<file path="src/rtl/fetch_stage.sv">
// Instruction-fetch stage: program counter, next-PC selection and the IF/ID register.
// Optional performance counters (fetch_cnt, bubble_cnt) are enabled by defining FETCH_PERF_CNT_EN.
module fetch_stage #(
    parameter logic [31:0] PC_RESET = 32'h0000_0000
) (
    input  logic        clk,
    input  logic        reset,
    input  logic        stall,
    input  logic        branch_taken,
    input  logic [31:0] branch_target,
    input  logic        jump,
    input  logic [31:0] jump_target,
    output logic [31:0] imem_addr,
    input  logic [31:0] imem_rdata,
    output logic [31:0] if_id_instr,
    output logic [31:0] if_id_pc4,
    output logic        if_id_valid
`ifdef FETCH_PERF_CNT_EN
    ,
    output logic [31:0] fetch_cnt,
    output logic [31:0] bubble_cnt
`endif
);

    logic [31:0] pc_q, pc_d;
    logic [31:0] instr_q, instr_d;
    logic [31:0] pc4_q, pc4_d;
    logic        valid_q, valid_d;
    logic [31:0] pc_plus4;
    logic        load_valid;
    logic        load_bubble;

    assign pc_plus4 = pc_q + 32'd4;

    // Priority: stall holds everything, jump beats branch, otherwise sequential fetch.
    always_comb begin
        pc_d        = pc_q;
        instr_d     = instr_q;
        pc4_d       = pc4_q;
        valid_d     = valid_q;
        load_valid  = 1'b0;
        load_bubble = 1'b0;
        if (stall) begin
            load_bubble = 1'b1;
        end else if (jump) begin
            pc_d        = {jump_target[31:2], 2'b00};
            instr_d     = 32'h0;
            pc4_d       = 32'h0;
            valid_d     = 1'b0;
            load_bubble = 1'b1;
        end else if (branch_taken) begin
            pc_d        = {branch_target[31:2], 2'b00};
            instr_d     = 32'h0;
            pc4_d       = 32'h0;
            valid_d     = 1'b0;
            load_bubble = 1'b1;
        end else begin
            pc_d       = pc_plus4;
            instr_d    = imem_rdata;
            pc4_d      = pc_plus4;
            valid_d    = 1'b1;
            load_valid = 1'b1;
        end
    end

    // NOTE: state is updated only with non-blocking assignments so every flop samples pre-edge values.
    always_ff @(posedge clk) begin
        if (reset) begin
            pc_q    <= PC_RESET;
            instr_q <= 32'h0;
            pc4_q   <= 32'h0;
            valid_q <= 1'b0;
        end else begin
            pc_q    <= pc_d;
            instr_q <= instr_d;
            pc4_q   <= pc4_d;
            valid_q <= valid_d;
        end
    end

    assign imem_addr   = pc_q;
    assign if_id_instr = instr_q;
    assign if_id_pc4   = pc4_q;
    assign if_id_valid = valid_q;

`ifdef FETCH_PERF_CNT_EN
    logic [31:0] fetch_cnt_q, fetch_cnt_d;
    logic [31:0] bubble_cnt_q, bubble_cnt_d;

    always_comb begin
        fetch_cnt_d  = fetch_cnt_q;
        bubble_cnt_d = bubble_cnt_q;
        if (load_valid)  fetch_cnt_d  = fetch_cnt_q + 32'd1;
        if (load_bubble) bubble_cnt_d = bubble_cnt_q + 32'd1;
    end

    always_ff @(posedge clk) begin
        if (reset) begin
            fetch_cnt_q  <= 32'h0;
            bubble_cnt_q <= 32'h0;
        end else begin
            fetch_cnt_q  <= fetch_cnt_d;
            bubble_cnt_q <= bubble_cnt_d;
        end
    end

    assign fetch_cnt  = fetch_cnt_q;
    assign bubble_cnt = bubble_cnt_q;
`else
    logic unused_cnt;
    assign unused_cnt = load_valid ^ load_bubble;
`endif

endmodule

</file>
<file path="config.mk">
export PLATFORM = sky130hd
export DESIGN_NAME = fetch_stage
export DESIGN_NICKNAME = d
export VERILOG_FILES = /design/src/rtl/fetch_stage.sv
export SDC_FILE = /design/constraint.sdc
export NUM_CORES = 1
export LEC_CHECK = 0
export BUFFER_PORTS_ARGS = -buffer_cell sky130_fd_sc_hd__clkbuf_2
export CAP_MARGIN = 10
export CORE_MARGIN = 2
export CORE_UTILIZATION = 47
export DETAILED_ROUTE_END_ITERATION = 10
export PLACE_DENSITY = 0.88
export SLEW_MARGIN = 40
export SYNTH_ARGS = -nofsm -noshare
export SYNTH_HDL_FRONTEND = slang
export SYNTH_SLANG_ARGS = --single-unit
</file>
<file path="constraint.sdc">
create_clock -name clk -period 2.4 [get_ports clk]
set_input_delay 0.12 -clock clk [delete_from_list [all_inputs] [get_ports clk]]
set_output_delay 0.12 -clock clk [all_outputs]
set_load 0.05 [all_outputs]
</file>
# Word level (Yosys, flattened, before mapping)
# Index checks and enable logic that the tools add are counted.
# op_classes
addsub	1
mux	8
# ops
operator	n
32-bit two-way mux	6
32-bit by 3-bit adder with 32-bit output, second input constant	1
1-bit two-way mux	2
# totals
register_bits	97
inputBits	101

# Logic depth before layout (Yosys ltp)
# Gate-level depths: netlist of the first run.
# depth
ltp_word	3
ltp_mapped	7

# Worst setup path after synthesis of the first run
# Ideal clock, no wire load.
# synth_timing
path_kind	register to register
start	register pc_q[2], in the netlist imem_addr[2]
end	register pc_q[28], in the netlist imem_addr[28]
arrival_ns	2.327
t_required_ns	2.280
path_slack_ns	-0.047
stages_incl_launch_ff	7
n_path_buf	0
path_cell_list	dfxtp_1 > ha_1 > nand3_1 > nor3_1 > and4b_1 > o22ai_1 > a211o_1
# synth_via
elab_chain_len	3
# synth_rtl
item	line_no	rtl
start, declared	25	logic [31:0] pc_q, pc_d;
start signal, assigned	74	pc_q <= pc_d;
32-bit by 3-bit adder with 32-bit output	33	assign pc_plus4 = pc_q + 32'd4;
32-bit two-way mux	51	end else if (branch_taken) begin
32-bit two-way mux	45	end else if (jump) begin
# No other way between the ends.
# A chain may end at the register's enable or synchronous reset.

# Final worst setup path of the first run
# layout_timing
start	register pc_q[3], in the netlist imem_addr[3]
end	register pc_q[28], in the netlist imem_addr[28]
# Same word-level chain as after synthesis.

==> Implementation_results.wiki, run 1 <==
{| class="wikitable"
! Metric !! Value
|-
| CTS H-tree depth || 3
|-
| Insertion delay to the later sink of the worst-skew pair || 0.36 ns
|-
| Wire length after detailed routing || 14700 µm
|-
| Tightest Hold Check Type || in2reg
|-
| Worst-path clk slew || 0.09 ns
|-
| Die Area || 9910 µm²
|-
| Largest area contributor in the synthesized netlist || dfxtp_1
|-
| Antenna-violating nets left || 0
|-
| Number of storage elements in the synthesis netlist || 94
|-
| Std-Cell Core Area || 8810 µm²
|-
| EDFF count, synth || 0
|-
| Final Wtd Congestion || 0.928
|-
| Cell Area, Placed || 5440 µm²
|-
| Resized Gates After CTS || 0
|-
| Fin crit share || 0.913
|-
| Num ports || 198
|-
| GRT Overall Usage || 0.290
|-
| Half-perimeter wire length of the detailed placement result || 10300 µm
|-
| Number of instances in the synthesized netlist || 493
|-
| Maximum ir drop on the vdd rail || 0.305 mV
|-
| RSZ-0062 raised after global routing || false
|-
| PD cells || 565 nW/µm²
|-
| Final Hold Viols || 0
|-
| Initial cell density of the core || 0.487
|-
| Post-Syn Area || 4290 µm²
|-
| Async set-reset flop share out of synthesis || 0
|-
| Top fanout value on the critical path || 6
|-
| Chip width || 99.6 µm
|-
| Most frequent cell after synthesis || dfxtp_1
|-
| Setup crit end kind || flop
|-
| Top cells by area, synth || dfxtp_1 44%, a22o_1 8.4%, o21ai_0 4.2%, nand2_1 4.2%, a21oi_1 3.5%
|-
| Setup violation total in the final timing report || 0
|-
| Setup total negative slack || 0 ns
|-
| Result of the run || finished clean
|-
| FILL cells || 738
|-
| Count of warnings emitted by yosys || 0
|-
| Arrival @ worst endpoint || 2.44 ns
|-
| Number of iterations in the first detailed-routing pass || 5
|-
| Kind of launch point of the worst setup path || flop
|-
| Total via count in the routed design || 4766
|-
| Area growth syn-to-layout || 38.3%
|-
| Number of antenna violations at the first check in global routing || 0
|-
| Leakage power total || 2.64 nW
|-
| DR vias/cell || 5.77
|-
| Final design instance area without fill || 5930 µm²
|-
| Share of the synthesized area in the top cell type || 0.438
|-
| Synth Area per Inst || 8.71 µm²
|-
| Remaining global-route overflow || 0
|-
| Max_slew headroom || 0.563
|-
| Routed length per instance || 17.8 µm
|-
| Number of DRC markers in iteration 0 || 283
|-
| Total CTS buffers || 9
|-
| Maximum root-to-sink buffer count || 2
|-
| Maximum number of pins on one net before global-route repair || 44
|-
| Clk sinks || 94
|-
| Quantity of I/O buffers inserted on ports || 191
|-
| Count of different cell masters after synthesis || 60
|-
| Clock period minus worst slack || 2.19 ns
|-
| Fraction of layout cells with a size suffix above 1 || 0.334
|-
| Cell row count || 34
|-
| Via count of the first global-routing pass || 4529
|-
| Vertical die dimension || 99.6 µm
|-
| Most common flop cell mapped by yosys || dfxtp_1
|-
| Crit Path Category || reg2reg
|-
| Nets@finish || 815
|-
| Slew Limit Fails || 0
|-
| Data required time of the critical path || 2.65 ns
|-
| Transition time of the tightest slew-check pin || 0.653 ns
|-
| Largest clock skew in the final design || 0.0107 ns
|-
| Max-capacitance violation count || 0
|-
| Maximum clock rate || 457 MHz
|-
| Post-synth top cells || 94 x dfxtp_1, 48 x nand2_1, 41 x a22o_1, 36 x o21ai_0, 30 x a21oi_1
|-
| # DRC || 0
|-
| TritonCTS clock tree || built
|-
| Global-route wire length before repair || 22800 µm
|-
| Antenna fix cells || 0
|-
| Sequential-to-total area share from yosys stat || 0.438
|-
| Hold_ws || 0.0721 ns
|-
| CTS Root Buffer Type || clkbuf_8
|}
[layout by cell type, fill, tap and decap left out, types with 9 or more instances in the layout]
| cell type | n |
|---|---|
| a21oi_1 | 30 |
| a22o_1 | 41 |
| a22oi_1 | 10 |
| buf_4 | 19 |
| clkbuf_2 | 191 |
| clkbuf_8 | 9 |
| dfxtp_1 | 94 |
| dlygate4sd3_1 | 32 |
| inv_1 | 17 |
| nand2_1 | 48 |
| nand3_1 | 18 |
| nor2_1 | 24 |
| nor3_1 | 12 |
| o21ai_0 | 36 |
| xnor2_1 | 17 |
[critical path, cell delays in order (launching register included)]
cell and delay (ns):
dfxtp_1 0.42, ha_1 0.23, nand3_1 0.26, nor3_2 0.44
and4b_1 0.34, o22ai_1 0.09, a211o_1 0.30
[registers in the layout (all words and copies together), names as in the netlist]
name	flops
if_id_instr	32
if_id_pc4	31
imem_addr	30
if_id_valid	1
[worst paths after layout]
| check | end | depth (start not counted) | slack, ns | startpoint |
|---|---|---|---|---|
| setup / recovery | imem_addr[28] | 6 | 0.21 | imem_addr[3] |
| setup reg to reg | imem_addr[28] | 6 | 0.21 | imem_addr[3] |
| hold reg to reg | if_id_pc4[22] | 2 | 0.46 | if_id_pc4[22] |
| hold / removal | imem_addr[18] | 3 | 0.07 | jump_target[18] |
[power breakdown]
part / total, W / internal [W] / leakage (nW) / switching, W
sequential: 0.00168 / 0.00162 / 0.766 / 0.0000676
clock: 0.000965 / 0.000383 / 0.0829 / 0.000583
combinational: 0.000706 / 0.000251 / 1.79 / 0.000455
[cells by family (layout without fill, tap and decap cells)]
logic type | after synthesis | count (layout) | share of synthesized area
DFF | 94 | 94 | 0.438
xor gates and xnor gates | 25 | 25 | 0.0510
adders and majority gates | 1 | 1 | 0.00291
and+or+nand+nor | 142 | 142 | 0.165
other | 1 | 2 | 0.000874
muxes | 4 | 4 | 0.00933
AOI/OAI and AO/OA | 170 | 170 | 0.280
buffers and inverters | 56 | 280 | 0.0522
[layer usage]
metal | part of all wire | routed length [µm] | vias up | track usage
li1 | - | - | 2253 | -
met1 | 0.40 | 5940 | 2219 | 0.363
met2 | 0.49 | 7240 | 252 | 0.493
met3 | 0.070 | 1030 | 42 | 0.0408
met4 | 0.035 | 521 | 0 | 0.133
met5 | 0 | 0 | - | 0
[repair_timing]
action | 4_1_cts | 5_1_grt
hold buffers | 32 | 0
endpoints found under the hold margin | 32 | 0
buffers inserted | 0 | 0
[through the flow]
step	worst slack [ns]	util	cells	power [W]
detailed placement	0.259	0.618	778	0.00237
global route	0.0462	0.674	826	0.00348
finish	0.209	0.674	826	0.00336
CTS	0.230	0.674	826	0.00336
global placement	0.361	0.618	778	0.00236
floorplan	0.0475	-	494	0.00214
[final cells by class]
type	instances	area, µm²	share of cell area
Clock buffer	10	128	0.0215
Clock inverter	6	46.3	0.00780
Inverter	20	75.1	0.0127
Multi-Input combinational cell	344	2210	0.372
Sequential cell	94	1880	0.317
Tap cell	108	135	0.0228
Timing Repair Buffer	244	1460	0.246
(Power assumes the default switching activity.)
==> run 2: changes to the inputs <==
CORE_UTILIZATION = 30   (was 47)
PLACE_DENSITY = 0.63   (was 0.88)
==> run 2 against run 1 <==
Critical endpoint is now imem_addr[23]. Design area rose by 2.5%. Sequential power barely moved. Wire length rose by 7.0%. Largest cell class unchanged. Critical path type unchanged. First-iteration DRC count rose by 7.1%. Combinational power fell by 2%. Utilization fell by 24 points. Clock skew fell by 0.0040 ns. Register-to-register slack improved by 0.05 ns.
==> Implementation_results.wiki, run 2 (synthesized netlist as in run 1, its figures left out) <==
{| class="wikitable"
! Metric !! Value
|-
| Global-route wire length before repair || 23600 µm
|-
| Initial cell density of the core || 0.308
|-
| Kind of launch point of the worst setup path || flop
|-
| Maximum number of pins on one net before global-route repair || 53
|-
| Final Wtd Congestion || 0.835
|-
| Top fanout value on the critical path || 10
|-
| Final core utilization || 0.436
|-
| Setup violation total in the final timing report || 0
|-
| Worst hold path cell count || 2
|-
| TritonCTS clock tree || built
|-
| Commonest non-fill, non-tap cell in the layout || clkbuf_2
|-
| Via count of the first global-routing pass || 4594
|-
| Routed length per instance || 17.8 µm
|-
| CTS Root Buffer Type || clkbuf_16
|-
| Tightest Hold Check Type || in2reg
|-
| Maximum root-to-sink buffer count || 2
|-
| Fin crit share || 0.891
|-
| Maximum clock rate || 468 MHz
|-
| Number of DRC markers in iteration 0 || 303
|-
| Number of antenna violations at the first check in global routing || 0
|-
| Maximum ir drop on the vdd rail || 0.316 mV
|-
| CTS H-tree depth || 3
|-
| Remaining global-route overflow || 0
|-
| Area occupied by multi-input gates || 2210 µm²
|-
| Antenna-violating nets left || 0
|-
| Largest clock skew in the final design || 0.00671 ns
|-
| Setup crit end kind || flop
|-
| GRT Overall Usage || 0.200
|-
| Vertical die dimension || 124 µm
|-
| FILL cells || 1415
|-
| RSZ-0062 raised after global routing || false
|-
| Final Hold Viols || 0
|-
| Chip width || 124 µm
|-
| # DRC || 0
|-
| Antenna fix cells || 0
|-
| Top library cells by usage in the layout, fill and taps aside || 191 x clkbuf_2, 94 x dfxtp_1, 48 x nand2_1, 41 x a22o_1, 36 x o21ai_0
|-
| Data required time of the critical path || 2.67 ns
|-
| Wire length after detailed routing || 15800 µm
|-
| Leakage power total || 2.67 nW
|-
| Total CTS buffers || 9
|-
| Transition time of the tightest slew-check pin || 0.540 ns
|-
| Area growth syn-to-layout || 41.7%
|-
| Reg2reg setup slack || 0.26 ns
|-
| Number of placed instances, taps included || 845
|-
| Post-CTS repair timing setup buffer count || 0
|-
| Arrival @ worst endpoint || 2.41 ns
|-
| Clock period minus worst slack || 2.14 ns
|-
| Half-perimeter wire length of the detailed placement result || 11100 µm
|-
| Cell internal power dissipation || 0.00278 W
|-
| Insertion delay to the later sink of the worst-skew pair || 0.34 ns
|-
| Filler-free cell count of the finished design || 888
|-
| DR vias/cell || 5.26
|-
| Clk sinks || 94
|-
| Number of iterations in the first detailed-routing pass || 5
|-
| Depth of the worst register-to-register path || 5
|-
| Worst-path clk slew || 0.07 ns
|-
| Crit path setup slack, layout || 0.262 ns
|-
| Nets@finish || 806
|-
| Total via count in the routed design || 4675
|-
| Switching power || 0.00117 W
|-
| Part of the total power dissipated in the clock network || 0.397
|-
| Max_slew headroom || 0.640
|-
| Quantity of I/O buffers inserted on ports || 191
|-
| FF+latch area || 1880 µm²
|-
| Setup total negative slack || 0 ns
|-
| Slew Limit Fails || 0
|-
| Result of the run || finished clean
|-
| PD cells || 649 nW/µm²
|-
| Setup Slack @ Placement || 0.297 ns
|-
| Switching part of the total || 0.296
|-
| Std-Cell Core Area || 13900 µm²
|-
| Power share of the sequential group || 0.429
|-
| Resized Gates After CTS || 0
|-
| Crit Path Category || reg2reg
|-
| Num ports || 198
|-
| Fraction of layout cells with a size suffix above 1 || 0.332
|-
| Max-capacitance violation count || 0
|-
| Die Area || 15300 µm²
|-
| Final total power || 0.00394 W
|-
| Comb power frac || 0.175
|-
| Cell row count || 43
|-
| Max reg flops || 32
|}
==> run 2: cell count changes in the layout (fill, tap and decap cells not counted), moves of 2 or more <==
cell           before  now
clkbuf_16           0    9
dlygate4sd3_1      32   28
buf_4              19   15
clkbuf_8            9    0
bufinv_16           0    2
clkinvlp_4          2    0
==> run 2: power groups by stage <==
stage / Sequential, W / Clock (W) / Combinational [W]
after floorplan: 0.00190 / 0 / 0.000237
after global placement: 0.00172 / 0 / 0.000646
after detailed placement: 0.00172 / 0 / 0.000652
after CTS: 0.00169 / 0.00158 / 0.000690
after global routing: 0.00170 / 0.00164 / 0.000742
final: 0.00169 / 0.00156 / 0.000690
==> run 2: timing repair <==
item                                    4_1_cts  5_1_grt
endpoints found under the setup margin        0        0
endpoints found under the hold margin        27        1
hold buffers                                 27        1
==> run 2: metal layers <==
layer  vias up  GRT usage  part of all wire
li1       2244          -                 -
met1      2205      0.255              0.42
met2       194      0.328              0.48
met3        32     0.0449             0.071
met4         0     0.0838             0.027
met5         -          0                 0
==> run 2: final cells by class <==
type	count	share of cell area
clock buffer	9	0.0370
clock inverter	6	0.0156
inverter	20	0.0123
multi-input combinational	344	0.363
sequential	94	0.309
tap	180	0.0370
timing repair buffer	235	0.225
==> run 2: path summary, 6_finish.rpt <==
kind,start,end
worst max-delay path,imem_addr[17],imem_addr[23]
worst min-delay path,imem_rdata[0],if_id_instr[0]
worst max register to register,imem_addr[17],imem_addr[23]
worst min register to register,if_id_valid,if_id_valid
==> run 2: metrics by stage <==
step	hold WS (ns)	instance area [µm²]
final	0.0115	6080
after CTS	0.000731	6070
after global placement	0.337	5480
after detailed placement	0.342	5480
after global routing	0.00434	6080
after floorplan	0.253	4300
==> run 2: critical path, stage by stage, from the launching register on <==
cell and delay, ns:
dfxtp_1 0.54, nand4_2 0.21, or4_4 0.55, or4_1 0.48, a21o_1 0.19, a21oi_1 0.11
